==> src/rtl/skolem_pkg.sv <==
// Shared types and helpers for the Skolem witness search block.
// Holds the controller state encoding, the Gray encoder and the terminal-count helper.
package skolem_pkg;

    typedef enum logic [1:0] {
        IDLE,
        EVAL,
        RESP
    } state_t;

    localparam int unsigned MAX_Y = 32;

    // Operates at the widest supported y; callers truncate to N_Y bits.
    function automatic logic [MAX_Y-1:0] gray_enc(input logic [MAX_Y-1:0] v);
        return v ^ (v >> 1);
    endfunction

    function automatic int unsigned last_cand(input int unsigned n_y);
        return (32'd1 << n_y) - 32'd1;
    endfunction

endpackage

==> src/rtl/skolem_cand_enum.sv <==
// Candidate enumerator: candidate counter, per-candidate wait counter and registered y.
// Build option SKOLEM_GRAY_ENUM_EN switches y from binary order to Gray order.
module skolem_cand_enum
    import skolem_pkg::*;
#(
    parameter int N_Y      = 5,
    parameter int EVAL_LAT = 1
) (
    input  logic           clk,
    input  logic           rst_n,
    input  logic           clr,
    input  logic           run,
    input  logic           adv,
    output logic [N_Y-1:0] cnt,
    output logic [N_Y-1:0] cand_y,
    output logic           last,
    output logic           sample
);

    localparam int WW = (EVAL_LAT > 1) ? $clog2(EVAL_LAT) : 1;
    localparam logic [N_Y-1:0] LAST_CNT  = N_Y'(last_cand(N_Y));
    localparam logic [WW-1:0]  LAST_WAIT = WW'(EVAL_LAT - 1);

    logic [N_Y-1:0] cnt_q;
    logic [N_Y-1:0] y_q;
    logic [WW-1:0]  wait_q;
    logic [N_Y-1:0] next_cnt;
    logic [N_Y-1:0] next_y;

    assign next_cnt = cnt_q + N_Y'(1);

`ifdef SKOLEM_GRAY_ENUM_EN
    assign next_y = N_Y'(gray_enc(MAX_Y'(next_cnt)));
`else
    assign next_y = next_cnt;
`endif

    // y is registered alongside cnt so the formula sees a clean value from the first edge of each candidate.
    always_ff @(posedge clk or negedge rst_n) begin
        if (!rst_n) begin
            cnt_q  <= '0;
            y_q    <= '0;
            wait_q <= '0;
        end else if (clr) begin
            cnt_q  <= '0;
            y_q    <= '0;
            wait_q <= '0;
        end else if (adv) begin
            cnt_q  <= next_cnt;
            y_q    <= next_y;
            wait_q <= '0;
        end else if (run && !sample) begin
            wait_q <= wait_q + WW'(1);
        end
    end

    assign sample = (wait_q == LAST_WAIT);
    assign last   = (cnt_q == LAST_CNT);
    assign cnt    = cnt_q;
    assign cand_y = y_q;

endmodule

==> src/rtl/skolem_witness_search.sv <==
// Searches the existential vector y for the first value satisfying an external formula for a given x.
// Enumeration order is binary by default, Gray when SKOLEM_GRAY_ENUM_EN is defined.
module skolem_witness_search
    import skolem_pkg::*;
#(
    parameter int N_X      = 32,
    parameter int N_Y      = 5,
    parameter int EVAL_LAT = 1
) (
    input  logic           clk,
    input  logic           rst_n,
    input  logic           req_valid,
    output logic           req_ready,
    input  logic [N_X-1:0] req_x,
    output logic [N_X-1:0] fml_x,
    output logic [N_Y-1:0] fml_y,
    input  logic           fml_sat,
    output logic           rsp_valid,
    input  logic           rsp_ready,
    output logic           rsp_found,
    output logic [N_Y-1:0] rsp_y,
    output logic [N_Y:0]   rsp_iters
);

    state_t         state_q, state_d;
    logic           clr, run, adv, load;
    logic [N_Y-1:0] cnt, cand_y;
    logic           last, sample;

    skolem_cand_enum #(
        .N_Y      (N_Y),
        .EVAL_LAT (EVAL_LAT)
    ) u_enum (
        .clk    (clk),
        .rst_n  (rst_n),
        .clr    (clr),
        .run    (run),
        .adv    (adv),
        .cnt    (cnt),
        .cand_y (cand_y),
        .last   (last),
        .sample (sample)
    );

    always_ff @(posedge clk or negedge rst_n) begin
        if (!rst_n) state_q <= IDLE;
        else        state_q <= state_d;
    end

    // A hit on the terminal candidate is a find, so the sat test precedes the exhaustion test.
    always_comb begin
        state_d = state_q;
        clr     = 1'b0;
        run     = 1'b0;
        adv     = 1'b0;
        load    = 1'b0;
        case (state_q)
            IDLE: begin
                if (req_valid) begin
                    clr     = 1'b1;
                    state_d = EVAL;
                end
            end
            EVAL: begin
                run = 1'b1;
                if (sample) begin
                    if (fml_sat || last) begin
                        load    = 1'b1;
                        state_d = RESP;
                    end else begin
                        adv = 1'b1;
                    end
                end
            end
            RESP: begin
                if (rsp_ready) state_d = IDLE;
            end
            default: state_d = IDLE;
        endcase
    end

    assign req_ready = (state_q == IDLE);
    assign rsp_valid = (state_q == RESP);
    assign fml_y     = cand_y;

    always_ff @(posedge clk or negedge rst_n) begin
        if (!rst_n) begin
            fml_x     <= '0;
            rsp_found <= 1'b0;
            rsp_y     <= '0;
            rsp_iters <= '0;
        end else begin
            if (clr) fml_x <= req_x;
            if (load) begin
                rsp_found <= fml_sat;
                rsp_y     <= fml_sat ? cand_y : '0;
                rsp_iters <= {1'b0, cnt} + (N_Y + 1)'(1);
            end
        end
    end

endmodule

==> config.mk <==
export PLATFORM = sky130hd
export DESIGN_NAME = skolem_witness_search
export DESIGN_NICKNAME = d
export VERILOG_FILES = /design/src/rtl/skolem_pkg.sv /design/src/rtl/skolem_cand_enum.sv /design/src/rtl/skolem_witness_search.sv
export SDC_FILE = /design/constraint.sdc
export NUM_CORES = 1
export LEC_CHECK = 0
export ABC_AREA = 1
export BUFFER_PORTS_ARGS = -buffer_cell sky130_fd_sc_hd__buf_2
export CELL_PAD_IN_SITES_DETAIL_PLACEMENT = 0
export CELL_PAD_IN_SITES_GLOBAL_PLACEMENT = 1
export CORE_MARGIN = 2
export CORE_UTILIZATION = 34
export DETAILED_ROUTE_END_ITERATION = 6
export HOLD_SLACK_MARGIN = 0.12
export PLACE_DENSITY = 0.85
export SYNTH_ARGS = -nofsm -noshare
export SYNTH_HDL_FRONTEND = slang
export SYNTH_HIERARCHICAL = 1
export SYNTH_SLANG_ARGS = --single-unit
==> constraint.sdc <==
create_clock -name clk -period 2.27 [get_ports clk]
set_input_delay 0.227 -clock clk [delete_from_list [all_inputs] [get_ports clk]]
set_output_delay 0.227 -clock clk [all_outputs]
set_load 0.02 [all_outputs]
**After elaboration in Yosys (flattened, before gate mapping)**

Index checks and enable logic that the tools add are counted.

- Mux-type cells: 20
- Reductions and logical operators: 6
- Add/subtract/negate cells: 3
- Eq/ne operators: 7

Operator list:

| operator | number |
|---|---|
| 5-bit two-way mux | 3 |
| 1-bit two-way mux | 12 |
| 2-bit two-way mux | 4 |
| 5-bit by 1-bit adder with 6-bit output, second input constant | 1 |
| 2-bit != test, second input constant | 3 |
| 2-bit one-hot mux with 3 select lines | 1 |
| 5-bit by 1-bit adder with 5-bit output, second input constant | 1 |
| 5-bit == test, second input constant | 1 |
| 4-bit AND reduction | 1 |
| 3-bit nonzero test | 1 |
| 2-bit by 1-bit == test with 1-bit output, second input constant | 1 |
| 2-bit == test, second input constant | 1 |
| 2-bit logical NOT | 1 |
| 2-bit by 1-bit != test with 1-bit output, second input constant | 1 |
| 2-bit nonzero test | 1 |
| 1-bit adder, second input constant | 1 |
| 1-bit logical AND | 1 |
| 1-bit logical OR | 1 |

- Bits of input ports: 37
- Logic and storage cells: 43
- Output and inout bits: 51
- Bits in registers: 52

**Depth between registers and ports, before layout**

- Word-level depth: 7
- Gate-level depth with buffers: 12
- Mapped depth without buffers: 12

**By module**

The synthesis kept the hierarchy.

By module, submodules not included:

| module | area an instance (um2) | times used | sequential area each (um2) | cells an instance |
|---|---|---|---|---|
| skolem_witness_search | 1898.1 | 1 | 1151.1 | 221 |
| skolem_cand_enum | 331.6 | 1 | 150.1 | 39 |

**Worst setup path after synthesis**

Ideal clock, no wire load.

- Path type: reg-to-reg
- From: register u_enum/cand_y[0] (netlist name)
- To: register u_enum.y_q[3], in the netlist u_enum/cand_y[3]
- Path slack: 398 ps
- Arrival time: 1753 ps
- Stages on the path, launching flop included: 13
- Required time: 2150 ps
- Buffers on the path: 0
- Setup time: 120 ps
- Clock period less this slack: 1872 ps
- Cell sequence: dfrtp_1 -> ha_1 -> nand2_1 -> nor2_1 -> ha_1 -> inv_1 -> nand2_1 -> nor2_1 -> nor2_2 -> nor2_4 -> nand3_1 -> nand2_1 -> nor2_1

RTL lines:

| what | line | source |
|---|---|---|
| end signal: assignment | skolem_cand_enum.sv:50 | `y_q <= next_y;` |
| end: declaration | skolem_cand_enum.sv:25 | `logic [N_Y-1:0] y_q;` |

==> metrics.yaml <==
synthesis.nets: 300
core_area_sq_mm: 0.00635
synthAdderAreaFrac_pct: 1.68
grt_use_total_pct: 16.3
max-cap-violations: 0
drtAntennaViolNets: 0
synth_top_family_by_area: "simple AND/OR/NAND/NOR gates"
crit_path_end: "u_enum/cand_y[3]"
post-route-drc-count: 0
cts-root-buf: "clkbuf_8"
min_period_over_period_pct: 86.0
clock_sink_count: 52
synth_compound_area_share_pct: 1.23
grt_setup_unrepaired: "false"
cts_tree: "done"
num_vias: 2048
antenna_found_initial: 0
drt_wl_total_mm: 5.55
crit_path_end_kind: "register"
die_h_um: 85.0
fin_nets: 418
ys_seq_elements: 52
wire_per_inst_um: 12.2
skew_ns: 0.00699
synth_area_sq_mm: 0.00223
synth.area.mux_share_pct: 0
tightestPinTransition_ns: 0.835
r2r_end: "u_enum/cand_y[3]"
fill_cells: 617
timing.rr.start: "u_enum/cand_y[0]"
synth-warning-count: 6
clk_pin_slew_ns: 0.10
r2r_slack_ns: 0.32
hp-class: "in -> reg"
gp_congestion: 0.763
viasPerCell: 4.49
drtIter0Drc: 92
ir_drop_mv: 0.548
slowest_stage: "dfrtp_1"
crit_path_start: "u_enum/cand_y[0]"
grt_first_pass_wirelength_mm: 9.54
fmax_mhz: 512
die-area_sq_mm: 0.00722
timing.setup.tns_ns: 0
cp.arrival_ns: 2.14
grt_max_degree: 38
power_density_mw_per_mm2: 1210
synthToLayoutAreaGrowth_pct: 40.0
postSynthCellCount: 260
seq_area_frac_synth_pct: 58.4
worst_hold_slack_ns: 0.123
clock_latency_ns: 0.30
critPathMaxStageDelay_ns: 0.49
cts_buffers: 5
slew_headroom_pct: 44.3
synth.avg_cell_area_sq_um: 8.58
io-pin-count: 88
synth-simple-area-share_pct: 31.9
critPathLaunchType: "register"
clock_path_buffers: 2
n_antenna_cell: 0
rr_worst_depth: 12
dp_hpwl_mm: 3.57
drive_gt1_share_pct: 28.5
synth_xor_area_share_pct: 0.393
hold_viol_final: 0
finalSetupViolations: 0
crit_path_frequent_cell: "nand2_1"
multi_input_area_sq_um: 787
worstPathMaxFanout: 9
rows: 29
firstDrtPassIters: 4
status: "finished, final reports clean"
yosysUniqueCellTypes: 21
period_minus_slack_ns: 1.95
start_util_pct: 35.1
seq_area_sq_mm: 0.00130
overflow: 0
path_class: "reg -> reg"
crit_chain: "ha_1 > nand2_1 > nor2_1 > ha_1 > inv_1 > nand2_1 > nor2_2 > nor2_2 > nor2_4 > nand3_1 > nand2_1 > nor2_1"
port_buffers: 87
drv_slew: 0
crit_required_ns: 2.46
p_leak_nw: 1.79
fp.dieW_um: 85.0
cts_max_level: 2
grt_pass1_vias: 2077
hold_path_depth: 3
## through the flow
step                util [%]  total power, W  worst slack [ns]  cells  cell area [sq um]
floorplan                  -         0.00267             0.398    260               2230
global placement        42.5         0.00319             0.326    415               2700
detailed placement      42.5         0.00323             0.243    415               2700
CTS                     49.1         0.00381             0.232    456               3120
global route            49.2         0.00409            0.0861    456               3120
finish                  49.2         0.00377             0.317    456               3120
## logic make-up after synthesis
| kind of cell | count (synthesis) |
|---|---|
| AND/OR/NAND/NOR | 172 |
| flip-flops | 52 |
| XOR/XNOR | 1 |
| buffers and inverters | 27 |
| adder cells (fa/ha/maj) | 3 |
| AO/OA/AOI/OAI | 5 |
## flip-flops by register name (all words and copies together), names as in the netlist
name and cells:
rsp_iters 6, fml_x 32, rsp_y 5, rsp_found 1
state_q 2, u_enum/wait_q 1, u_enum/cand_y 5
## worst max-delay path, delay by kind of cell, from the launching register on
| kind | cells | cell delay, ns |
|---|---|---|
| and+or+nand+nor | 9 | 0.89 |
| adders and majority gates | 2 | 0.43 |
| buffers and inverters | 1 | 0.05 |
| DFF | 1 | 0.49 |
## metal layers
layer	vias up	part of all wire (%)	GRT usage [%]
li1	1031	-	-
met1	932	42	20.3
met2	71	50	27.3
met3	14	5.1	3.50
met4	0	3.3	7.36
met5	-	0	0
## cell usage in the layout, fill, tap and decap left out, types with 2 or more instances in the layout
master	n
dfrtp_1	52
nand3_1	6
nand4_1	7
inv_2	2
nor2_4	3
nor2_2	3
inv_1	12
buf_2	87
clkbuf_8	5
nor2_1	4
ha_1	3
a21oi_1	3
buf_4	4
nand2_1	145
dlygate4sd3_1	33
## power breakdown
part,switching (W),internal (W)
sequential,0.000246,0.00129
combinational,0.00114,0.000567
clock,0.000304,0.000220
total,0.00169,0.00208
## cell usage after synthesis (all sizes together)
cell type | count | area (sq um)
a21oi | 3 | 15.0
buf | 13 | 91.3
dfrtp | 52 | 1300
ha | 3 | 37.5
inv | 14 | 52.6
nand2 | 146 | 551
nand3 | 7 | 40.0
nand4 | 7 | 43.8
nor2 | 10 | 65.1
nor3 | 1 | 5.00
nor4 | 1 | 6.26
o21ai | 1 | 5.00
o31ai | 1 | 7.51
xor2 | 1 | 8.76
## what timing repair did
item	CTS	global route
endpoints found under the hold margin	67	0
hold buffers	33	0
resized for setup	0	1
setup endpoints to repair	0	1
setup buffers	0	0
## worst min path at each step
stage                     startpoint      endpoint
after floorplan                rst_n      fml_x[0]
after CTS                  req_x[10]     fml_x[10]
after detailed placement       rst_n  rsp_iters[3]
after global routing       req_x[10]     fml_x[10]
final                      req_x[10]     fml_x[10]
after global placement         rst_n  rsp_iters[3]
## area by class of cell
| cell class | instances | area share, % |
|---|---|---|
| inverter | 14 | 1.68 |
| multi-input combinational | 181 | 25.2 |
| tap | 77 | 3.09 |
| sequential | 52 | 41.7 |
| clock buffer | 6 | 2.32 |
| clock inverter | 2 | 0.521 |
| timing repair buffer | 124 | 25.5 |
(Power assumes the default switching activity.)
